[config.mk]
export PLATFORM = sky130hd
export DESIGN_NAME = lhn_muldiv_unit_flat
export DESIGN_NICKNAME = d
export VERILOG_FILES = /design/src/rtl/lhn_muldiv_pkg.sv /design/src/rtl/lhn_muldiv_if.sv /design/src/rtl/lhn_muldiv_signfix.sv /design/src/rtl/lhn_muldiv_unit.sv /design/src/flat_wrapper.sv
export SDC_FILE = /design/constraint.sdc
export NUM_CORES = 1
export LEC_CHECK = 0
export CORE_UTILIZATION = 55
export DETAILED_ROUTE_END_ITERATION = 16
export GPL_ROUTABILITY_DRIVEN = 0
export PLACE_DENSITY = 0.78
export SLEW_MARGIN = 20
export SYNTH_ARGS = -nofsm -noshare
export SYNTH_HDL_FRONTEND = slang
export SYNTH_SLANG_ARGS = --single-unit
[constraint.sdc]
create_clock -name Clock_pin -period 4.54 [get_ports Clock_pin]
set_input_delay 0.681 -clock Clock_pin [delete_from_list [all_inputs] [get_ports Clock_pin]]
set_output_delay 0.681 -clock Clock_pin [all_outputs]
set_load 0.01 [all_outputs]
[src/rtl/lhn_muldiv_pkg.sv]
// lhn_muldiv_pkg: shared encodings for the iterative MUL/DIV unit.
// Op codes, FSM states and SR flag bit positions.
package lhn_muldiv_pkg;

    localparam logic OP_MUL = 1'b0;
    localparam logic OP_DIV = 1'b1;

    typedef enum logic [1:0] {
        IDLE,
        RUN,
        FIN
    } state_t;

    localparam int FLG_C = 3;
    localparam int FLG_N = 2;
    localparam int FLG_V = 1;
    localparam int FLG_Z = 0;

endpackage

[src/rtl/lhn_muldiv_if.sv]
// lhn_muldiv_if: request/result bundle between the pipeline
// controller (master) and the MUL/DIV unit (slave).
interface lhn_muldiv_if #(
    parameter int DW = 14
);

    logic          start;
    logic          op;
    logic          sgn;
    logic [DW-1:0] opA;
    logic [DW-1:0] opB;
    logic          busy;
    logic          done;
    logic [DW-1:0] res_hi;
    logic [DW-1:0] res_lo;
    logic [3:0]    flags;
    logic          div_by_zero;

    modport master (
        output start, op, sgn, opA, opB,
        input  busy, done, res_hi, res_lo, flags, div_by_zero
    );

    modport slave (
        input  start, op, sgn, opA, opB,
        output busy, done, res_hi, res_lo, flags, div_by_zero
    );

endinterface

[src/rtl/lhn_muldiv_signfix.sv]
// lhn_muldiv_signfix: conditional two's-complement negate.
// Used as |x| (neg = sgn & msb) and for result sign correction.
module lhn_muldiv_signfix #(
    parameter int W = 14
) (
    input  logic [W-1:0] x,
    input  logic         neg,
    output logic [W-1:0] y
);

    assign y = neg ? -x : x;

endmodule

[src/rtl/lhn_muldiv_unit.sv]
// lhn_muldiv_unit: iterative shift-add MUL / restoring DIV, DW bits.
// Optional macro LHN_MULDIV_EARLY_EXIT_EN: MUL ends once multiplier is exhausted.
module lhn_muldiv_unit
    import lhn_muldiv_pkg::*;
#(
    parameter  int DW = 14,
    localparam int CW = $clog2(DW + 1)
) (
    input  logic       Clock_pin,
    input  logic       Resetn_pin,
    lhn_muldiv_if.slave bus
);

    localparam logic [DW-1:0] MIN_V = {1'b1, {(DW-1){1'b0}}};

    state_t          state_q, state_d;
    logic            op_q, sgn_q, neg_q, nrem_q, ovf_q, dbz_q;
    logic [CW-1:0]   cnt_q;
    logic [2*DW-1:0] acc_q, mc_q;
    logic [DW-1:0]   b_q;
    logic            done_q, dbz_o;
    logic [DW-1:0]   hi_q, lo_q;
    logic [3:0]      fl_q;

    logic [DW-1:0]   a_mag, b_mag, q_fix, r_fix;
    logic [2*DW-1:0] p_fix;
    logic            dz, last, early, ge, mul_ovf;
    logic [DW:0]     shf;
    logic [DW-1:0]   dif;
    logic [2*DW-1:0] div_nxt;
    logic [DW-1:0]   hi_d, lo_d;
    logic [3:0]      fl_d;

    lhn_muldiv_signfix #(.W(DW)) u_abs_a (
        .x(bus.opA), .neg(bus.sgn & bus.opA[DW-1]), .y(a_mag)
    );
    lhn_muldiv_signfix #(.W(DW)) u_abs_b (
        .x(bus.opB), .neg(bus.sgn & bus.opB[DW-1]), .y(b_mag)
    );
    lhn_muldiv_signfix #(.W(DW)) u_fix_q (
        .x(acc_q[DW-1:0]), .neg(neg_q), .y(q_fix)
    );
    lhn_muldiv_signfix #(.W(DW)) u_fix_r (
        .x(acc_q[2*DW-1:DW]), .neg(nrem_q), .y(r_fix)
    );
    lhn_muldiv_signfix #(.W(2*DW)) u_fix_p (
        .x(acc_q), .neg(neg_q), .y(p_fix)
    );

    assign dz = (bus.op == OP_DIV) && (bus.opB == '0);

`ifdef LHN_MULDIV_EARLY_EXIT_EN
    assign early = (op_q == OP_MUL) && (b_q[DW-1:1] == '0);
`else
    assign early = 1'b0;
`endif

    assign last = (cnt_q == CW'(DW - 1)) || early;

    // remainder lives in acc[hi], dividend/quotient shifts through acc[lo]
    assign shf     = acc_q[2*DW-1:DW-1];
    assign ge      = shf >= {1'b0, b_q};
    assign dif     = shf[DW-1:0] - b_q;
    assign div_nxt = {ge ? dif : shf[DW-1:0], acc_q[DW-2:0], ge};

    assign mul_ovf = p_fix[2*DW-1:DW] !=
                     (sgn_q ? {DW{p_fix[DW-1]}} : {DW{1'b0}});

    // state register
    always_ff @(posedge Clock_pin or negedge Resetn_pin) begin
        if (!Resetn_pin) state_q <= IDLE;
        else             state_q <= state_d;
    end

    // next-state: zero divisor skips the iteration phase
    always_comb begin
        state_d = state_q;
        unique case (state_q)
            IDLE: if (bus.start) state_d = dz ? FIN : RUN;
            RUN:  if (last) state_d = FIN;
            FIN:  state_d = IDLE;
            default: state_d = IDLE;
        endcase
    end

    // final result selection and SR-ordered flags
    always_comb begin
        hi_d = q_fix;
        lo_d = r_fix;
        fl_d = '0;
        if (dbz_q) begin
            hi_d        = '1;
            lo_d        = acc_q[DW-1:0];
            fl_d[FLG_V] = 1'b1;
            fl_d[FLG_N] = sgn_q;
        end else if (op_q == OP_MUL) begin
            hi_d        = p_fix[2*DW-1:DW];
            lo_d        = p_fix[DW-1:0];
            fl_d[FLG_Z] = (p_fix == '0);
            fl_d[FLG_N] = sgn_q & p_fix[2*DW-1];
            fl_d[FLG_C] = mul_ovf;
            fl_d[FLG_V] = mul_ovf;
        end else begin
            fl_d[FLG_Z] = (q_fix == '0);
            fl_d[FLG_N] = sgn_q & q_fix[DW-1];
            fl_d[FLG_V] = ovf_q;
        end
    end

    // operand capture, per-clock iteration and result registers
    always_ff @(posedge Clock_pin or negedge Resetn_pin) begin
        if (!Resetn_pin) begin
            op_q   <= 1'b0;
            sgn_q  <= 1'b0;
            neg_q  <= 1'b0;
            nrem_q <= 1'b0;
            ovf_q  <= 1'b0;
            dbz_q  <= 1'b0;
            cnt_q  <= '0;
            acc_q  <= '0;
            mc_q   <= '0;
            b_q    <= '0;
            done_q <= 1'b0;
            dbz_o  <= 1'b0;
            hi_q   <= '0;
            lo_q   <= '0;
            fl_q   <= '0;
        end else begin
            done_q <= 1'b0;
            unique case (state_q)
                IDLE: if (bus.start) begin
                    op_q   <= bus.op;
                    sgn_q  <= bus.sgn;
                    neg_q  <= bus.sgn & (bus.opA[DW-1] ^ bus.opB[DW-1]);
                    nrem_q <= bus.sgn & bus.opA[DW-1];
                    ovf_q  <= bus.sgn && (bus.opA == MIN_V) && (bus.opB == '1);
                    dbz_q  <= dz;
                    dbz_o  <= 1'b0;
                    cnt_q  <= '0;
                    b_q    <= b_mag;
                    mc_q   <= {{DW{1'b0}}, a_mag};
                    acc_q  <= (bus.op == OP_DIV) ?
                              {{DW{1'b0}}, dz ? bus.opA : a_mag} : '0;
                end
                RUN: begin
                    cnt_q <= cnt_q + CW'(1);
                    if (op_q == OP_MUL) begin
                        acc_q <= acc_q + (b_q[0] ? mc_q : '0);
                        mc_q  <= mc_q << 1;
                        b_q   <= b_q >> 1;
                    end else begin
                        acc_q <= div_nxt;
                    end
                end
                FIN: begin
                    hi_q   <= hi_d;
                    lo_q   <= lo_d;
                    fl_q   <= fl_d;
                    done_q <= 1'b1;
                    dbz_o  <= dbz_q;
                end
                default: ;
            endcase
        end
    end

    assign bus.busy        = (state_q != IDLE);
    assign bus.done        = done_q;
    assign bus.res_hi      = hi_q;
    assign bus.res_lo      = lo_q;
    assign bus.flags       = fl_q;
    assign bus.div_by_zero = dbz_o;

endmodule

[src/flat_wrapper.sv]
// flat-port wrapper written by rule: the top's interface ports become plain ports
module lhn_muldiv_unit_flat import lhn_muldiv_pkg::*;
#(
    parameter  int DW = 14,
    localparam int CW = $clog2(DW + 1)
)
  (Clock_pin, Resetn_pin, bus_start, bus_op, bus_sgn, bus_opA, bus_opB, bus_busy, bus_done, bus_res_hi, bus_res_lo, bus_flags, bus_div_by_zero);
  lhn_muldiv_if #(.DW(DW)) bus_i ();
  input  logic Clock_pin;
  input  logic Resetn_pin;
  input wire logic [$bits(bus_i.start)-1:0] bus_start;
  input wire logic [$bits(bus_i.op)-1:0] bus_op;
  input wire logic [$bits(bus_i.sgn)-1:0] bus_sgn;
  input wire logic [$bits(bus_i.opA)-1:0] bus_opA;
  input wire logic [$bits(bus_i.opB)-1:0] bus_opB;
  output wire logic [$bits(bus_i.busy)-1:0] bus_busy;
  output wire logic [$bits(bus_i.done)-1:0] bus_done;
  output wire logic [$bits(bus_i.res_hi)-1:0] bus_res_hi;
  output wire logic [$bits(bus_i.res_lo)-1:0] bus_res_lo;
  output wire logic [$bits(bus_i.flags)-1:0] bus_flags;
  output wire logic [$bits(bus_i.div_by_zero)-1:0] bus_div_by_zero;
  assign bus_i.start = bus_start;
  assign bus_i.op = bus_op;
  assign bus_i.sgn = bus_sgn;
  assign bus_i.opA = bus_opA;
  assign bus_i.opB = bus_opB;
  assign bus_busy = bus_i.busy;
  assign bus_done = bus_i.done;
  assign bus_res_hi = bus_i.res_hi;
  assign bus_res_lo = bus_i.res_lo;
  assign bus_flags = bus_i.flags;
  assign bus_div_by_zero = bus_i.div_by_zero;
  lhn_muldiv_unit #(.DW(DW)) u_core (.Clock_pin(Clock_pin), .Resetn_pin(Resetn_pin), .bus(bus_i));
endmodule
==> flow_summary.ini, run 1 <==
[outcome]
status = finished, final reports clean

[place]
dp_hpwl_um = 18850
pre_cts_ws_ps = 869.5
dp_cells = 1434
io_buffers = 67

[route]
via_count = 9243
drc = 0
vias_per_cell = 6.301
dr.pass1.iters = 5
ant_nets = 0
first_iter_violations = 891
routedWlPerCell_um = 18.12
routed_wl_um = 26590

[cts]
path_clk_slew_ps = 60
cts_num_sinks = 116
cts_buffer_depth = 2
post_cts_buffers = 0
cts_repair_resize_count = 0
cts_tree = built
cts_buffers = 17
clock_latency_ps = 430
cts_root_buf = clkbuf_16
htreeDepth = 4
hold_buffers = 0

[global_routing]
overflow = 0
grt_pass1_vias = 8481
antenna_found_initial = 0
grt_max_degree = 80
grt_pass1_wl_um = 42790
grtUsageTotal = 0.2988

[worst_setup_path]
cp.required_ps = 4850
critPathArrivalTime_ps = 4170
critical_path_class = register to register
rr_worst_depth = 12
slowest_stage = dfrtp_1
cp_cell_sequence = and2_1 > ha_1 > inv_1 > fa_1 > nor2b_1 > o31ai_1 > a21oi_1 > a2111oi_1 > nor2_1 > a221oi_2 > xnor2_1 > a221o_1
end_kind = register
cp_max_fo = 30
slowest_delay_ps = 680
cp-start-kind = register

[layout]
n_antenna_cell = 0
nNetsFinal = 1312
area_delta_synth_final_pct = 12.05
stdcell_count = 1467
nFillCells = 1504
drive_above_1_share = 0.06522

[timing]
rsz0062_at_grt = false
tightest_slew_ps = 972.0
setup_tns_ps = 0
drv_slew = 0
finClkSkew_ps = 9.918
min_period_ps = 3864
finalWorstSetupSlack_ps = 676.0
max_freq_mhz = 258.8
setup_violations = 0
hold_viol = 0
fin_crit_sh = 0.8511
maxSlewHeadroom = 0.3513

[yosys]
synth_area_per_cell_um2 = 8.057
ys_types = 81
async_flop_share = 1.000
synth-edff-count = 0
syn_nets = 1298
syn_area_mm2 = 0.009789
synth_ff_type = dfrtp_1
synthCells = 1215
seq_area_frac_synth = 0.2965
synth-seq-cells = 116
ys.warnings.count = 0

[hold_path]
hold_class = input pin to asynchronous set/reset pin

[power_and_ir_drop]
p_int_w = 0.004430
clkPwrFrac = 0.156
power.switching_w = 0.004156
comb_power_share = 0.593
cellPowerDensity_mw_per_mm2 = 782.7
p_leak_nw = 4.630
p_sw_frac = 0.4841
p_seq_frac = 0.251
power_w = 0.008586
irDropWorstVdd_mv = 0.4549

[job]
maxCapViolations = 0

[floorplanning]
initial_core_util = 0.5640
coreArea_mm2 = 0.01736
io_pins = 68
die_h_um = 135.4
die_x_um = 135.4
die_area_mm2 = 0.01834
rows = 48
kinds of logic (layout without fill, tap and decap cells):
group	after synthesis	count (layout)	synth area share
DFF	116	116	0.2965
adders and majority gates	50	50	0.06544
buffers and inverters	123	150	0.06327
and+or+nand+nor	420	420	0.2097
AOI/OAI and AO/OA	385	385	0.2528
xor gates and xnor gates	96	96	0.08589
muxes	25	25	0.02633
state kept, by name (all words and copies together) (netlist names), 2 cells and up:
| register | flops |
|---|---|
| u_core.acc_q | 28 |
| u_core.b_q | 14 |
| u_core.bus.flags | 4 |
| u_core.bus.res_hi | 14 |
| u_core.bus.res_lo | 14 |
| u_core.cnt_q | 4 |
| u_core.mc_q | 28 |
| u_core.state_q | 2 |
cell type report:
type                    instances  area (um^2)  share of cell area
clock buffers                  17        425.4             0.03878
clock inverters                15        155.1             0.01414
inverters                      41        153.9             0.01403
multi-input cells             976         6285              0.5729
flip-flops and latches        116         2905              0.2649
well taps                     225        281.5             0.02566
repair buffers                 77        763.2             0.06958
cells in the mapped netlist (all sizes together), types with 9 or more instances:
cell type | instances | area share
nor4 | 9 | 0.0070
dfrtp | 116 | 0.30
mux2i | 19 | 0.019
nor2 | 104 | 0.040
inv | 41 | 0.016
and2 | 30 | 0.019
nor3 | 35 | 0.020
clkbuf | 68 | 0.037
a21o | 16 | 0.012
xor2 | 44 | 0.039
xnor2 | 52 | 0.047
or3 | 14 | 0.0091
a211oi | 18 | 0.014
nand2 | 139 | 0.053
o21ai | 105 | 0.054
o21a | 9 | 0.0069
nor2b | 18 | 0.012
o41ai | 11 | 0.014
a22o | 14 | 0.013
nand3 | 27 | 0.014
buf | 12 | 0.0082
ha | 48 | 0.061
o31ai | 9 | 0.0074
a31oi | 28 | 0.018
a21oi | 109 | 0.056
a221oi | 12 | 0.011
metal layers:
layer | vias up | track usage | part of all wire
li1 | 4404 | - | -
met1 | 4345 | 0.4190 | 0.45
met2 | 447 | 0.4687 | 0.46
met3 | 47 | 0.05462 | 0.080
met4 | 0 | 0.08739 | 0.018
met5 | - | 0 | 0
final timing paths:
kind                                            start                     to  slack, ps
worst max-delay path                    u_core.b_q[0]       u_core.acc_q[20]        680
worst min-delay path                       Resetn_pin       u_core.acc_q[22]        280
worst max register to register          u_core.b_q[0]       u_core.acc_q[20]        680
worst min register to register  u_core.bus.res_hi[11]  u_core.bus.res_hi[11]        480
max in group asynchronous                  Resetn_pin          u_core.b_q[5]       3300
min in group Clock_pin          u_core.bus.res_hi[11]  u_core.bus.res_hi[11]        480
stage by stage:
step | util | hold WS [ps] | cell area, um^2
CTS | 0.6303 | 327.0 | 10940
global route | 0.6320 | 346.5 | 10970
global placement | 0.5969 | 460.0 | 10360
detailed placement | 0.5969 | 473.5 | 10360
floorplan | - | 385.4 | 9789
finish | 0.6320 | 279.8 | 10970
worst max-delay path: cells and delay by family, from the launching register on:
kind | cells | cell delay [ps]
buffers and inverters | 1 | 80
DFF | 1 | 680
and+or+nand+nor | 3 | 660
xor gates and xnor gates | 1 | 90
AOI/OAI and AO/OA | 5 | 1830
adders and majority gates | 2 | 390
power groups by stage:
stage	combinational (W)	clock [W]	sequential, W
floorplan	0.00404	0	0.00181
global route	0.00564	0.00139	0.00221
finish	0.00509	0.00134	0.00216
detailed placement	0.00493	0	0.00214
global placement	0.00484	0	0.00212
CTS	0.00499	0.00134	0.00212
cells in the final DEF (no fill, tap or decap), types with 13 or more instances in the layout:
cell             count
nand2_1            139
dfrtp_1            114
a21oi_1            109
o21ai_0            104
nor2_1             102
clkdlybuf4s50_1     66
xnor2_1             52
ha_1                48
xor2_1              44
inv_1               40
nor3_1              31
and2_1              30
a31oi_1             28
nand3_1             27
mux2i_1             19
a211oi_1            18
nor2b_1             17
clkbuf_16           17
a21o_1              16
a22o_1              14
or3_1               13
No activity file was read; power rests on OpenSTA's default activity.
==> run 2: changes to the inputs <==
--- a/config.mk
+++ b/config.mk
@@ -5,10 +5,11 @@
 export SDC_FILE = /design/constraint.sdc
 export NUM_CORES = 1
 export LEC_CHECK = 0
+export CORE_ASPECT_RATIO = 0.9
 export CORE_UTILIZATION = 55
 export DETAILED_ROUTE_END_ITERATION = 16
 export GPL_ROUTABILITY_DRIVEN = 0
-export PLACE_DENSITY = 0.78
+export PLACE_DENSITY = 0.82
 export SLEW_MARGIN = 20
 export SYNTH_ARGS = -nofsm -noshare
 export SYNTH_HDL_FRONTEND = slang
==> run 2 against run 1 <==
Die area about the same; sequential share of layout area decreased by 0.099 points; first-iteration DRC count increased by 14%; global-route usage increased by 0.74 points; clock power decreased by 3%; sequential power decreased by 4%; setup slack improved by 320 ps; critical path depth unchanged; count of clock-buffer cells in the layout increased by 6; worst hold slack got worse by 82 ps; utilization increased by 1.1 points; cell count increased by 0.89%; largest cell class unchanged.
==> flow_summary.ini, run 2 (synthesis results as in run 1) <==
[floorplanning]
io_pins = 68
die_area_mm2 = 0.01834
die_x_um = 142.6
die_h_um = 128.6
rows = 45
coreArea_mm2 = 0.01712
initial_core_util = 0.5719

[layout]
nNetsFinal = 1316
area_delta_synth_final_pct = 12.42
nFillCells = 1482
stdcell_count = 1480
n_antenna_cell = 0
layout_commonest_cell = nand2_1
final_core_util = 0.6430
layout_common_cells = nand2_1 (139), dfrtp_1 (115), a21oi_1 (109), o21ai_0 (104), nor2_1 (103)
drive_above_1_share = 0.06506
reg_top3 = u_core.acc_q: 28 flops, u_core.mc_q: 28 flops

[worst_setup_path]
cp.required_ps = 4820
end_kind = register
cp_max_fo = 5
critical_path_class = register to register
critPathArrivalTime_ps = 3820
cp-start-kind = register

[outcome]
status = finished, final reports clean

[cts]
cts_num_sinks = 116
cts_repair_resize_count = 0
hold_buffers = 0
post_cts_buffers = 0
cts_root_buf = clkbuf_16
path_clk_slew_ps = 60
htreeDepth = 4
cts_buffer_depth = 2
cts_buffers = 17
cts_tree = built
clock_latency_ps = 430

[global_routing]
grtUsageTotal = 0.3063
overflow = 0
grt_pass1_wl_um = 43840
grt_pass1_vias = 8512
antenna_found_initial = 0
grt_max_degree = 80

[route]
drc = 0
first_iter_violations = 1017
dr.pass1.iters = 6
vias_per_cell = 6.352
routedWlPerCell_um = 18.05
via_count = 9401
routed_wl_um = 26720
ant_nets = 0

[power_and_ir_drop]
cellPowerDensity_mw_per_mm2 = 776.2
p_leak_nw = 4.660
irDropWorstVdd_mv = 0.3857

[place]
dp_hpwl_um = 19380
dp_cells = 1448
io_buffers = 67

[timing]
drv_slew = 0
fin_crit_sh = 0.7809
maxSlewHeadroom = 0.3518
hold_slack_ps = 197.6
hold_viol = 0
finClkSkew_ps = 8.801
min_period_ps = 3545
max_freq_mhz = 282.1
setup_tns_ps = 0
rsz0062_at_grt = false
tightest_slew_ps = 970.0
setup_violations = 0

[job]
maxCapViolations = 0

[hold_path]
hold_class = input pin to asynchronous set/reset pin
run 2: worst paths after layout:
| check | from | to | slack, ps | cells past startpoint |
|---|---|---|---|---|
| min in group Clock_pin | u_core.bus.res_hi[11] | u_core.bus.res_hi[11] | 470 | 2 |
| worst min-delay path | Resetn_pin | u_core.acc_q[22] | 200 | 1 |
| worst max-delay path | u_core.mc_q[1] | u_core.acc_q[25] | 990 | 12 |
| worst max register to register | u_core.mc_q[1] | u_core.acc_q[25] | 990 | 12 |
| worst min register to register | u_core.bus.res_hi[11] | u_core.bus.res_hi[11] | 470 | 2 |
| max in group asynchronous | Resetn_pin | u_core.mc_q[15] | 3750 | 2 |
run 2: layout make-up:
| class | instances | area, um^2 | area share |
|---|---|---|---|
| multi-input cells | 976 | 6282 | 0.5708 |
| flip-flops and latches | 116 | 2904 | 0.2639 |
| repair buffers | 81 | 798.3 | 0.07253 |
| clock buffers | 23 | 498.0 | 0.04525 |
| well taps | 235 | 294.0 | 0.02672 |
| inverters | 41 | 153.9 | 0.01398 |
| clock inverters | 8 | 75.07 | 0.006821 |
run 2: through the flow:
stage,cell area [um^2],setup slack (ps),total power [W]
floorplan,9789,1369,0.005845
global placement,10410,1203,0.006961
detailed placement,10410,1129,0.007095
CTS,10990,1103,0.008442
global route,11010,790.0,0.009195
finish,11010,994.6,0.008543
run 2: layer usage:
layer | vias to the layer above | track usage | routed length, um
li1 | 4419 | - | -
met1 | 4412 | 0.4329 | 11730
met2 | 505 | 0.4608 | 11660
met3 | 65 | 0.06327 | 2594
met4 | 0 | 0.1170 | 745
met5 | - | 0 | 0
run 2: power breakdown:
| group | switching [W] | internal [W] | leakage (nW) |
|---|---|---|---|
| Combinational | 0.00301 | 0.00216 | 2.88 |
| Sequential | 0.000613 | 0.00145 | 1.50 |
| Clock | 0.000485 | 0.000818 | 0.285 |
| Total | 0.00411 | 0.00443 | 4.66 |
run 2: worst max-delay path, cell delays in order (launching register included):
cell	delay, ps
dfrtp_1	410
nand2_1	140
inv_1	60
ha_1	290
a211oi_1	300
o21ai_0	140
a221oi_1	720
o211ai_1	270
a41o_1	330
o211ai_1	210
o41ai_1	100
a221oi_1	260
o21ai_0	150
==> run 3: changes to the inputs <==
--- a/config.mk
+++ b/config.mk
@@ -9,7 +9,7 @@
 export CORE_UTILIZATION = 55
 export DETAILED_ROUTE_END_ITERATION = 16
 export GPL_ROUTABILITY_DRIVEN = 0
-export PLACE_DENSITY = 0.82
+export PLACE_DENSITY = 0.85
 export SLEW_MARGIN = 20
 export SYNTH_ARGS = -nofsm -noshare
 export SYNTH_HDL_FRONTEND = slang
==> constraint.sdc (replaced) <==
create_clock -name Clock_pin -period 2.9 [get_ports Clock_pin]
set_input_delay 0.435 -clock Clock_pin [delete_from_list [all_inputs] [get_ports Clock_pin]]
set_output_delay 0.435 -clock Clock_pin [all_outputs]
set_load 0.01 [all_outputs]
==> run 3 against run 2 <==
The run now ends with negative setup slack left; clock skew is 4.0 ps higher; combinational power is 95% higher; fmax is 19% higher; sequential power is 47% higher; cell count is 7.2% higher; final area is 11% higher; clock power is 52% higher; first-iteration DRC count is 17% higher; critical path type unchanged; largest cell class unchanged; largest power group unchanged.
==> flow_summary.ini, run 3 (synthesis results as in run 1) <==
[timing]
min_period_ps = 2973
hold_slack_ps = 23.69
finClkSkew_ps = 12.80
fin_crit_sh = 1.025
rsz0062_at_grt = true
maxSlewHeadroom = 0.5364
setup_violations = 5
max_freq_mhz = 336.3
hold_viol = 0
tightest_slew_ps = 693.9
drv_slew = 0
finalWorstSetupSlack_ps = -73.21

[worst_setup_path]
end_kind = register
critPathArrivalTime_ps = 3270
cp-start-kind = register
cp_max_fo = 13
cp_num_buf_inv = 3
crit_path_frequent_cell = o21ai_1
critical_path_class = register to register
cp.required_ps = 3200
slowest_delay_ps = 420
cp_cell_sequence = buf_12 > nand2_2 > inv_1 > ha_4 > a211oi_2 > o21ai_1 > a221oi_2 > buf_4 > o211a_1 > o21ai_1 > a221o_1 > a21oi_1 > xor2_1 > o21ai_1
cp_top_family = compound AO/OA/AOI/OAI gates
slowest_stage = dfrtp_1

[layout]
layout_common_cells = nand2_1 (137), dfrtp_1 (112), buf_4 (110), nor2_1 (100), a21oi_1 (99)
drive_above_1_share = 0.1859
layout_commonest_cell = nand2_1
reg_top3 = u_core.acc_q: 28 flops, u_core.mc_q: 28 flops
area_delta_synth_final_pct = 25.29
stdcell_count = 1586
nNetsFinal = 1420
final_core_util = 0.7166

[route]
routedWlPerCell_um = 19.25
dr.pass1.iters = 5
ant_nets = 0
routed_wl_um = 30530
drc = 0
via_count = 10210
vias_per_cell = 6.437
first_iter_violations = 1190

[cts]
cts_num_sinks = 116
cts_buffers = 17
cts_root_buf = clkbuf_16
htreeDepth = 4
cts_tree = built
clock_latency_ps = 440
cts_buffer_depth = 2
path_clk_slew_ps = 60

[global_routing]
grtUsageTotal = 0.3287
grt_pass1_vias = 9328
grt_max_degree = 72
antenna_found_initial = 1
overflow = 0
grt_pass1_wl_um = 46720

[power_and_ir_drop]
cellPowerDensity_mw_per_mm2 = 1232
p_int_w = 0.007909
comb_power_share = 0.668
p_leak_nw = 5.244
power_w = 0.01511
clkPwrFrac = 0.131
p_sw_frac = 0.4765
power.switching_w = 0.007199
p_seq_frac = 0.201
irDropWorstVdd_mv = 0.7366

[floorplanning]
coreArea_mm2 = 0.01712
die_area_mm2 = 0.01834
initial_core_util = 0.5719
rows = 45
io_pins = 68
die_h_um = 128.6
die_x_um = 142.6

[job]
maxCapViolations = 0

[outcome]
status = finished with violations
violations = negative setup slack

[hold_path]
hold_class = input pin to asynchronous set/reset pin

[place]
dp_hpwl_um = 21370
io_buffers = 67
dp_cells = 1539
==> run 3: changes by cell type in the layout (fill, tap and decap cells not counted), sizes merged <==
| cell | change |
|---|---|
| inv | +1 |
| clkbuf | -4 |
| buf | +104 |
| clkinvlp | +4 |
| diode | +1 |
==> run 3: path summary, 6_finish.rpt <==
path                                  startpoint                    end  slack [ps]  cells past startpoint
min in group Clock_pin     u_core.bus.res_hi[11]  u_core.bus.res_hi[11]         480                      2
setup reg to reg                   u_core.b_q[0]       u_core.acc_q[21]         -70                     14
hold reg to reg            u_core.bus.res_hi[11]  u_core.bus.res_hi[11]         480                      2
setup / recovery                   u_core.b_q[0]       u_core.acc_q[21]         -70                     14
hold / removal                        Resetn_pin       u_core.acc_q[24]          20                      1
max in group asynchronous             Resetn_pin           u_core.ovf_q        2140                      2
==> run 3: worst reg2reg max path: stages, from the launching register on <==
cell and delay, ps:
dfrtp_1 420, buf_12 160, nand2_2 90, inv_1 80
ha_4 230, a211oi_2 270, o21ai_1 110, a221oi_2 220
buf_4 170, o211a_1 150, o21ai_1 90, a221o_1 320
a21oi_1 220, xor2_1 210, o21ai_1 110
==> run 3: final cells by class <==
class	instances	area, um^2
multi-input cells	976	6705
fillers	1210	4851
flip-flops and latches	116	2908
repair buffers	185	1649
clock buffers	19	442.9
well taps	235	294.0
inverters	41	153.9
clock inverters	13	110.1
diodes	1	2.502
==> run 3: metrics by stage <==
step / area, um^2 / setup WS (ps) / TNS, ps
CTS: 11950 / 1.421 / 0
floorplan: 9910 / 7.860 / 0
detailed placement: 11270 / -88.22 / -431.9
finish: 12270 / -73.21 / -184.1
global route: 12260 / -154.8 / -894.0
global placement: 11270 / -42.00 / -60.09
==> run 3: routing by layer <==
metal | GRT usage | vias to the layer above | part of all wire
met4 | 0.1569 | 0 | 0.045
met2 | 0.5358 | 687 | 0.46
li1 | - | 4619 | -
met3 | 0.06848 | 143 | 0.10
met1 | 0.4185 | 4760 | 0.39
met5 | 0 | - | 0
==> run 3: power groups by stage <==
stage / Sequential (W) / Combinational [W] / Clock (W)
after floorplan: 0.00284 / 0.00641 / 0
after detailed placement: 0.00298 / 0.00911 / 0
after global placement: 0.00294 / 0.00885 / 0
after CTS: 0.00298 / 0.00935 / 0.00199
final: 0.00304 / 0.0101 / 0.00198
after global routing: 0.00309 / 0.0109 / 0.00205
==> run 3: repair_timing <==
action	in CTS	in global routing
hold buffers	0	0
gates resized for setup	22	53
pin swaps	14	26
buffers inserted	4	11
setup endpoints to repair	11	20
